**src/rtl/paper_pkg.sv**
```systemverilog
// Shared definitions for the PaperProcessor branch path:
// opcodes, sequencer states and jump-check vectors.
package paper_pkg;

  localparam logic [1:0] OP_SEQ  = 2'b00;
  localparam logic [1:0] OP_JNO  = 2'b01;
  localparam logic [1:0] OP_JMP  = 2'b10;
  localparam logic [1:0] OP_HALT = 2'b11;

  localparam logic [1:0] CHECK_TAKEN     = 2'b10;
  localparam logic [1:0] CHECK_NOT_TAKEN = 2'b01;
  localparam logic [1:0] CHECK_FORCE     = 2'b11;

  typedef enum logic [2:0] {
    S_IDLE,
    S_WAIT_FLAG,
    S_RESOLVE,
    S_SETTLE,
    S_HALT
  } seq_state_t;

endpackage

```
**src/rtl/flag_timer.sv**
```systemverilog
// Saturating wait counter; expired is high once the
// count has reached FLAG_TIMEOUT-1.
module flag_timer #(
  parameter int FLAG_TIMEOUT = 15
) (
  input  logic clk,
  input  logic rst,
  input  logic clr,
  input  logic en,
  output logic expired
);

  localparam logic [7:0] LAST = 8'(FLAG_TIMEOUT - 1);

  logic [7:0] cnt_q;
  logic [7:0] cnt_d;

  assign expired = (cnt_q == LAST);

  always_comb begin
    cnt_d = cnt_q;
    if (clr)
      cnt_d = '0;
    else if (en && !expired)
      cnt_d = cnt_q + 8'd1;
  end

  always_ff @(posedge clk) begin
    if (rst)
      cnt_q <= '0;
    else
      cnt_q <= cnt_d;
  end

endmodule

```
**src/rtl/jno_branch_sequencer.sv**
```systemverilog
// Branch sequencer: owns the PC, resolves JNO/JMP and
// drives the jump-check vector and override.
module jno_branch_sequencer
  import paper_pkg::*;
#(
  parameter int PC_W         = 8,
  parameter int FLAG_TIMEOUT = 15
) (
  input  logic            clk,
  input  logic            rst,
  input  logic            instr_valid,
  output logic            instr_ready,
  input  logic [1:0]      instr_op,
  input  logic [PC_W-1:0] target,
  input  logic            flag_valid,
  input  logic            flag_nz,
  output logic [PC_W-1:0] pc,
  output logic [1:0]      check,
  output logic            enabling,
  output logic            pc_load,
  output logic            busy,
  output logic            halted,
  output logic            timeout
);

  seq_state_t      state_q, state_d;
  logic [PC_W-1:0] pc_q, pc_d;
  logic [PC_W-1:0] tgt_q, tgt_d;
  logic [1:0]      check_q, check_d;
  logic            enabling_q, enabling_d;
  logic            pc_load_q, pc_load_d;
  logic            busy_q, busy_d;
  logic            halted_q, halted_d;
  logic            timeout_q, timeout_d;
  logic            accept;
  logic            expired;
  logic            in_wait;

  assign in_wait     = (state_q == S_WAIT_FLAG);
  assign instr_ready = (state_q == S_IDLE);
  assign accept      = instr_valid && instr_ready;

  // Counts only flag-less wait cycles; held at zero elsewhere
  flag_timer #(
    .FLAG_TIMEOUT(FLAG_TIMEOUT)
  ) u_timer (
    .clk    (clk),
    .rst    (rst),
    .clr    (!in_wait),
    .en     (in_wait && !flag_valid),
    .expired(expired)
  );

  always_comb begin
    state_d    = state_q;
    pc_d       = pc_q;
    tgt_d      = tgt_q;
    check_d    = check_q;
    enabling_d = 1'b0;
    pc_load_d  = 1'b0;
    busy_d     = busy_q;
    halted_d   = halted_q;
    timeout_d  = 1'b0;
    unique case (state_q)
      S_IDLE: begin
        if (accept) begin
          unique case (1'b1)
            (instr_op == OP_SEQ): begin
              pc_d = pc_q + PC_W'(1);
            end
            (instr_op == OP_JMP): begin
              pc_d       = target;
              enabling_d = 1'b1;
              check_d    = CHECK_FORCE;
              pc_load_d  = 1'b1;
              busy_d     = 1'b1;
              state_d    = S_SETTLE;
            end
            (instr_op == OP_JNO): begin
              tgt_d   = target;
              busy_d  = 1'b1;
              state_d = S_WAIT_FLAG;
            end
            (instr_op == OP_HALT): begin
              halted_d = 1'b1;
              state_d  = S_HALT;
            end
            default: ;
          endcase
        end
      end
      S_WAIT_FLAG: begin
        // A flag on the expiry cycle takes priority
        if (flag_valid) begin
          check_d = flag_nz ? CHECK_TAKEN : CHECK_NOT_TAKEN;
          state_d = S_RESOLVE;
        end else if (expired) begin
          check_d   = CHECK_NOT_TAKEN;
          timeout_d = 1'b1;
          state_d   = S_RESOLVE;
        end
      end
      S_RESOLVE: begin
        if (check_q[1]) begin
          pc_d      = tgt_q;
          pc_load_d = 1'b1;
        end else begin
          pc_d = pc_q + PC_W'(1);
        end
        check_d = 2'b00;
        state_d = S_SETTLE;
      end
      S_SETTLE: begin
        check_d = 2'b00;
        busy_d  = 1'b0;
        state_d = S_IDLE;
      end
      S_HALT: begin
        busy_d = 1'b0;
      end
      default: state_d = S_IDLE;
    endcase
  end

  always_ff @(posedge clk) begin
    if (rst) begin
      state_q    <= S_IDLE;
      pc_q       <= '0;
      tgt_q      <= '0;
      check_q    <= 2'b00;
      enabling_q <= 1'b0;
      pc_load_q  <= 1'b0;
      busy_q     <= 1'b0;
      halted_q   <= 1'b0;
      timeout_q  <= 1'b0;
    end else begin
      state_q    <= state_d;
      pc_q       <= pc_d;
      tgt_q      <= tgt_d;
      check_q    <= check_d;
      enabling_q <= enabling_d;
      pc_load_q  <= pc_load_d;
      busy_q     <= busy_d;
      halted_q   <= halted_d;
      timeout_q  <= timeout_d;
    end
  end

  assign pc       = pc_q;
  assign check    = check_q;
  assign enabling = enabling_q;
  assign pc_load  = pc_load_q;
  assign busy     = busy_q;
  assign halted   = halted_q;
  assign timeout  = timeout_q;

endmodule
```
**config.mk**
```make
export PLATFORM = sky130hd
export DESIGN_NAME = jno_branch_sequencer
export DESIGN_NICKNAME = d
export VERILOG_FILES = /design/src/rtl/paper_pkg.sv /design/src/rtl/flag_timer.sv /design/src/rtl/jno_branch_sequencer.sv
export SDC_FILE = /design/constraint.sdc
export NUM_CORES = 1
export LEC_CHECK = 0
export CAP_MARGIN = 20
export CORE_MARGIN = 2
export CORE_UTILIZATION = 47
export DETAILED_ROUTE_END_ITERATION = 10
export PLACE_DENSITY = 0.85
export SLEW_MARGIN = 20
export SYNTH_ARGS = -nofsm -noshare
export SYNTH_HDL_FRONTEND = slang
export SYNTH_SLANG_ARGS = --single-unit
```
**constraint.sdc**
```tcl
create_clock -name clk -period 1.55 [get_ports clk]
set_clock_uncertainty 0.1 [all_clocks]
set_input_delay 0.31 -clock clk [delete_from_list [all_inputs] [get_ports clk]]
set_output_delay 0.31 -clock clk [all_outputs]
set_load 0.02 [all_outputs]
```
==> results of run 1 <==
==> power groups by stage <==
stage / logic (mW) / registers, mW / clock network [mW]
finish: 1.20 / 1.04 / 0.714
global route: 1.25 / 1.04 / 0.751
CTS: 1.03 / 1.03 / 0.697
detailed placement: 0.946 / 1.04 / 0
global placement: 0.921 / 1.04 / 0
floorplan: 0.448 / 1.11 / 0
==> critical path, cell delays in order, from the launching register on <==
cell	delay, ns
dfxtp_2	0.32
nor4_2	0.25
buf_4	0.17
a21boi_4	0.08
buf_6	0.13
a211oi_4	0.29
mux2i_1	0.24
nor2_1	0.08
==> stage by stage <==
stage	utilization (%)	TNS [ns]	instance area (µm²)	power, mW
4_1_cts	76.5	-1.83	2820	2.76
2_1_floorplan	-	-0.702	1870	1.56
6_report	80.3	-2.28	2960	2.95
3_5_place_dp	67.7	-13.58	2500	1.99
5_1_grt	80.3	-3.94	2960	3.05
3_3_place_gp	67.7	-12.10	2500	1.96
==> flip-flops by register name, summed over array words and instances, names as in the netlist <==
register,count
tgt_q,8
halted,1
state_q,3
pc,8
busy,1
timeout,1
check,2
u_timer.cnt_q,8
enabling,1
pc_load,1
==> placed cells by master, fill, tap and decap left out, types with 3 or more instances in the layout <==
master,netlist,layout
a31oi_1,6,6
clkbuf_8,0,6
clkdlybuf4s50_1,0,11
nand4_1,5,5
nor3_1,5,3
a21oi_2,0,6
mux2i_1,11,11
nor2_1,33,29
buf_6,1,16
inv_1,13,12
xor2_1,7,6
o21ai_0,10,8
a21oi_1,17,11
ha_1,8,6
dfxtp_2,0,8
o21ai_1,3,4
nand3_2,0,4
and3_4,0,3
dlygate4sd2_1,0,18
a311oi_1,5,5
nand2_1,13,11
nand3_1,9,4
dfxtp_1,34,24
buf_4,2,44
nor2_4,0,3
==> what timing repair did <==
action	CTS	global route
setup buffers	9	8
resized for setup	63	26
cloned	1	0
setup endpoints to repair	44	29
pin swaps	23	31
==> cell type report <==
cell class                 instances  area (µm²)  share of cell area (%)
inverter                          13        48.8                    1.65
multi-input combinational        163        1240                    41.8
clock buffer                       7        86.3                    2.92
timing repair buffer              91         826                    27.9
clock inverter                     1        5.00                   0.169
sequential                        34         698                    23.6
tap                               48        60.1                    2.03
==> layer usage <==
metal | vias up | routed length (µm) | global-route usage [%]
li1 | 952 | - | -
met1 | 1017 | 2490 | 33.4
met2 | 134 | 3280 | 50.1
met3 | 37 | 445 | 6.98
met4 | 0 | 373 | 16.6
met5 | - | 0 | 0
==> cells by family after synthesis <==
| logic type | Yosys count | synth area share [%] |
|---|---|---|
| AO/OA/AOI/OAI | 52 | 17.9 |
| XOR/XNOR | 10 | 4.83 |
| adder cells (fa/ha/maj) | 8 | 5.52 |
| buffers and inverters | 24 | 5.86 |
| flip-flops | 34 | 37.5 |
| multiplexers | 11 | 6.07 |
| AND/OR/NAND/NOR | 82 | 22.3 |
==> path summary, 6_finish.rpt <==
check	from	endpoint	slack, ns	cells after the start
worst min-delay path	tgt_q[5]$_SDFFE_PP0P_	tgt_q[5]$_SDFFE_PP0P_	0.41	2
worst min register to register	tgt_q[5]$_SDFFE_PP0P_	tgt_q[5]$_SDFFE_PP0P_	0.41	2
worst max register to register	u_timer.cnt_q[4]$_SDFFE_PP0P_	check[1]$_SDFFE_PP0P_	-0.21	7
worst max-delay path	u_timer.cnt_q[4]$_SDFFE_PP0P_	check[1]$_SDFFE_PP0P_	-0.21	7
==> flow_metrics.env, run 1 <==
export IMPL_power_frac_comb_pct=40.6
export IMPL_grt_use_total_pct=29.4
export IMPL_synth_nets=244
export IMPL_synthTopCellsByArea="dfxtp_1 38%, nor2_1 6.8%, mux2i_1 6.1%"
export IMPL_violations="setup timing"
export IMPL_drt_pass1_iterations=5
export IMPL_p_leak_nw=1.27
export IMPL_synth_top_area_share_pct=37.5
export IMPL_numCtsBuffers=5
export IMPL_clockBufferDepth=2
export IMPL_hpwl_mm=3.38
export IMPL_drv_slew=0
export IMPL_die_h_um=66.1
export IMPL_peakVddDrop_mv=0.859
export IMPL_synth_warnings=0
export IMPL_core_area_um2=3690
export IMPL_tightest_slew_ns=0.301
export IMPL_critical_path_class="flop to flop"
export IMPL_start_util_pct=49.2
export IMPL_htreeDepth=2
export IMPL_drive_gt1_share_pct=38.5
export IMPL_arrival_ns=1.86
export IMPL_netlist_top_cells_count="34 x dfxtp_1, 33 x nor2_1, 17 x a21oi_1, 13 x inv_1, 13 x nand2_1"
export IMPL_timing_final_crit_share_pct=114
export IMPL_drv_cap=0
export IMPL_nFillCells=223
export IMPL_drc=0
export IMPL_min_path_type="flop to flop"
export IMPL_fin_crit_ns=1.76
export IMPL_die_w_um=66.1
export IMPL_grt_first_pass_wirelength_mm=9.53
export IMPL_path_max_fanout=5
export IMPL_status="finished with violations"
export IMPL_synth_most_common_cell="dfxtp_1"
export IMPL_cts_root_buffer="clkbuf_8"
export IMPL_relSlewSlack_pct=79.8
export IMPL_hold_violations=0
export IMPL_synth_cell_types=38
export IMPL_gp_congestion=0.911
export IMPL_ioPinCount=31
export IMPL_num_rows=22
export IMPL_postCtsHoldBufs=0
export IMPL_synthFlopType="dfxtp_1"
export IMPL_synth_edff_count=0
export IMPL_cts_sinks=34
export IMPL_routedWlPerCell_um=18.4
export IMPL_rsz0062_at_grt="true"
export IMPL_setup_violations=25
export IMPL_clk_pin_slew_ns=0.08
export IMPL_diodes=0
export IMPL_numPortBuffers=30
export IMPL_postSynthAreaPerCell_um2=8.21
export IMPL_antenna_left=0
export IMPL_finalWirelength_mm=6.59
export IMPL_whs_ns=0.408
export IMPL_drt_iter0_drc=172
export IMPL_grt_max_degree=26
export IMPL_grt_overflow=0
export IMPL_nets=331
export IMPL_clkPwrFrac_pct=24.2
export IMPL_power_switching_mw=1.06
export IMPL_end_kind="flop"
export IMPL_pwr_share_seq_pct=35.2
export IMPL_fmax_ghz=0.567
export IMPL_powerDensity_nw_per_um2=996
export IMPL_ys_seq_area_share_pct=37.5
export IMPL_syn_to_final_growth_pct=63.2
export IMPL_intPower_mw=1.89
export IMPL_grt_pass1_vias=2003
export IMPL_vias_per_cell=5.99
export IMPL_antenna_found_initial=0
export IMPL_synth_area_um2=1810
export IMPL_clk_latency_ns=0.31
export IMPL_cts_tree="built"
export IMPL_synth_area_leader_cell="dfxtp_1"
export IMPL_start_kind="flop"
export IMPL_sw_frac_of_total_pct=35.9
export IMPL_synth_seq_cells=34
export IMPL_dr_total_vias=2140
export IMPL_fp_dieArea_um2=4370
export IMPL_setup_ws_ns=-0.213
export IMPL_dpl_cell_count=333
export IMPL_cp_required_ns=1.64
export IMPL_ys_async_sr_fraction_pct=0
export IMPL_fin_cells=357
export IMPL_place_ws_ns=-0.584
export IMPL_synthCells=221
Power figures use the tool's default switching activity.
==> run 2: changes to the inputs <==
CAP_MARGIN = 25   (was 20)
CTS_CLUSTER_DIAMETER = 50   (was not set)
==> results of run 2 <==
No change in the layout: final DEF, timing and power equal those of run 1.
==> run 3: changes to the inputs <==
==> constraint.sdc (replaced) <==
create_clock -name clk -period 1.55 [get_ports clk]
set_clock_uncertainty 0.1 [all_clocks]
set_input_delay 0.465 -clock clk [delete_from_list [all_inputs] [get_ports clk]]
set_output_delay 0.465 -clock clk [all_outputs]
set_load 0.02 [all_outputs]
==> run 3 against run 2 <==
Effect of this change:
- wire length up 5.9%
- clock power decreased by 1%
- global-route usage rose by 1.1 points
- design area up 1.2%
- the run still ends with setup timing left
- via count grew 0.23%
- critical path type unchanged
- critical endpoint unchanged
- critical path depth decreased by 1
==> flow_metrics.env, run 3 (synthesized netlist as in run 1, its figures left out) <==
export IMPL_status="finished with violations"
export IMPL_violations="setup timing"
export IMPL_cts_tree="built"
export IMPL_finalWirelength_mm=6.97
export IMPL_path_max_fanout=6
export IMPL_drv_slew=0
export IMPL_r2r_slack_ns=-0.22
export IMPL_arrival_ns=1.83
export IMPL_start_util_pct=49.2
export IMPL_rsz0062_at_grt="true"
export IMPL_peakVddDrop_mv=0.646
export IMPL_tightest_slew_ns=0.312
export IMPL_antenna_left=0
export IMPL_dr_total_vias=2145
export IMPL_nets=328
export IMPL_hold_start="halted$_SDFFE_PP0P_"
export IMPL_vias_per_cell=6.06
export IMPL_drt_iter0_drc=219
export IMPL_numPortBuffers=30
export IMPL_fmax_ghz=0.564
export IMPL_clk_latency_ns=0.29
export IMPL_grt_first_pass_wirelength_mm=10.0
export IMPL_placement_cell_area_um2=2510
export IMPL_end_kind="flop"
export IMPL_cpPeakStageDelay_ns=0.34
export IMPL_gp_congestion=0.894
export IMPL_clockBufferDepth=2
export IMPL_powerDensity_nw_per_um2=1010
export IMPL_timing_final_crit_share_pct=114
export IMPL_ioPinCount=31
export IMPL_htreeDepth=2
export IMPL_grt_use_total_pct=30.5
export IMPL_critical_path_class="flop to flop"
export IMPL_layout_common_cells="43 x buf_4, 29 x nor2_1, 27 x dfxtp_1"
export IMPL_setup_ws_ns=-0.223
export IMPL_setup_violations=30
export IMPL_cts_root_buffer="clkbuf_8"
export IMPL_final_common_cell="buf_4"
export IMPL_relSlewSlack_pct=79.2
export IMPL_numCtsBuffers=5
export IMPL_reg2reg_from="u_timer.cnt_q[7]$_SDFFE_PP0P_"
export IMPL_drt_pass1_iterations=4
export IMPL_post_route_cell_area_um2=3000
export IMPL_path_cells="nor4_4 -> buf_4 -> a21boi_4 -> a211oi_4 -> mux2i_1 -> nor2_1"
export IMPL_critPathBufInv=1
export IMPL_hold_depth=2
export IMPL_core_area_um2=3690
export IMPL_cp_required_ns=1.61
export IMPL_place_ws_ns=-0.903
export IMPL_drv_cap=0
export IMPL_critical_path_top_delay_family="simple AND/OR/NAND/NOR gates"
export IMPL_grt_pass1_vias=2193
export IMPL_rr_endpoint="check[1]$_SDFFE_PP0P_"
export IMPL_die_w_um=66.1
export IMPL_fin_crit_ns=1.77
export IMPL_whs_endpoint="halted$_SDFFE_PP0P_"
export IMPL_grt_overflow=0
export IMPL_postCtsHoldBufs=0
export IMPL_drive_gt1_share_pct=43.5
export IMPL_hpwl_mm=3.39
export IMPL_start_kind="flop"
export IMPL_p_leak_nw=1.23
export IMPL_slowest_stage="dfxtp_2"
export IMPL_clk_pin_slew_ns=0.07
export IMPL_drc=0
export IMPL_diodes=0
export IMPL_reg2reg_depth=6
export IMPL_min_path_type="flop to flop"
export IMPL_hold_violations=0
export IMPL_cts_sinks=34
export IMPL_grt_max_degree=26
export IMPL_num_rows=22
export IMPL_fp_dieArea_um2=4370
export IMPL_routedWlPerCell_um=19.7
export IMPL_syn_to_final_growth_pct=65.2
export IMPL_antenna_found_initial=0
export IMPL_die_h_um=66.1
-- run 3: cell count changes in the layout (fill, tap and decap cells not counted), sizes merged --
cell	delta
o21a	+1
clkdlybuf4s50	-1
clkbuf	+4
dlygate4sd2	-11
clkdlybuf4s15	+5
buf	-1
-- run 3: per-layer routing --
| layer | vias up | routed length [µm] | track usage (%) |
|---|---|---|---|
| li1 | 955 | - | - |
| met1 | 1035 | 2680 | 32.4 |
| met2 | 120 | 3550 | 53.0 |
| met3 | 35 | 430 | 9.88 |
| met4 | 0 | 314 | 16.3 |
| met5 | - | 0 | 0 |
-- run 3: worst max-delay path by stage --
stage / startpoint / to / slack (ns) / depth (start not counted)
floorplan: state_q[2]$_SDFFE_PP0P_ / tgt_q[0]$_SDFFE_PP0P_ / -0.08 / 7
global placement: instr_op[1] / pc[3]$_SDFFE_PP0P_ / -0.79 / 7
detailed placement: instr_op[1] / pc[3]$_SDFFE_PP0P_ / -0.90 / 7
CTS: state_q[0]$_SDFFE_PP0P_ / instr_ready / -0.13 / 3
global route: u_timer.cnt_q[7]$_SDFFE_PP0P_ / check[1]$_SDFFE_PP0P_ / -0.22 / 6
finish: u_timer.cnt_q[7]$_SDFFE_PP0P_ / check[1]$_SDFFE_PP0P_ / -0.22 / 6
-- run 3: area by class of cell --
cell class,count,area (µm²)
inverters,13,63.8
well taps,48,60.1
clock buffers,7,86.3
multi-input cells,164,1330
clock inverters,1,5.00
fillers,224,691
flip-flops and latches,34,692
repair buffers,87,763
-- run 3: tightest hold or removal path, cell delays in order, from the launching register on --
cell	delay, ns
dfxtp_1	0.33
a31oi_1	0.04
nor2_1	0.08
-- run 3: where the power goes --
group          total (mW)  switching [mW]  internal (mW)  leakage (nW)
sequential           1.02          0.0678          0.956         0.280
clock               0.705           0.346          0.359        0.0482
combinational        1.29           0.693          0.599         0.900
total                3.02            1.11           1.91          1.23
-- run 3: per-stage QoR --
step                      hold slack (ns)  TNS (ns)  util, %  std cells  power, mW
after floorplan                     0.352    -0.775        -        221       1.58
after global placement              0.357    -19.42     68.2        330       1.96
after detailed placement            0.369    -21.14     68.2        330       2.00
after CTS                           0.379    -0.913     77.7        351       2.81
after global routing                0.417     -3.74     81.3        354       3.13
final                               0.385     -2.49     81.3        354       3.02
-- run 3: what timing repair did --
item | in CTS | in global routing
cloned | 2 | 0
hold endpoints to repair | 0 | 0
setup endpoints to repair | 49 | 39
gates resized for setup | 76 | 41
pin swaps | 31 | 16
setup buffers | 11 | 4
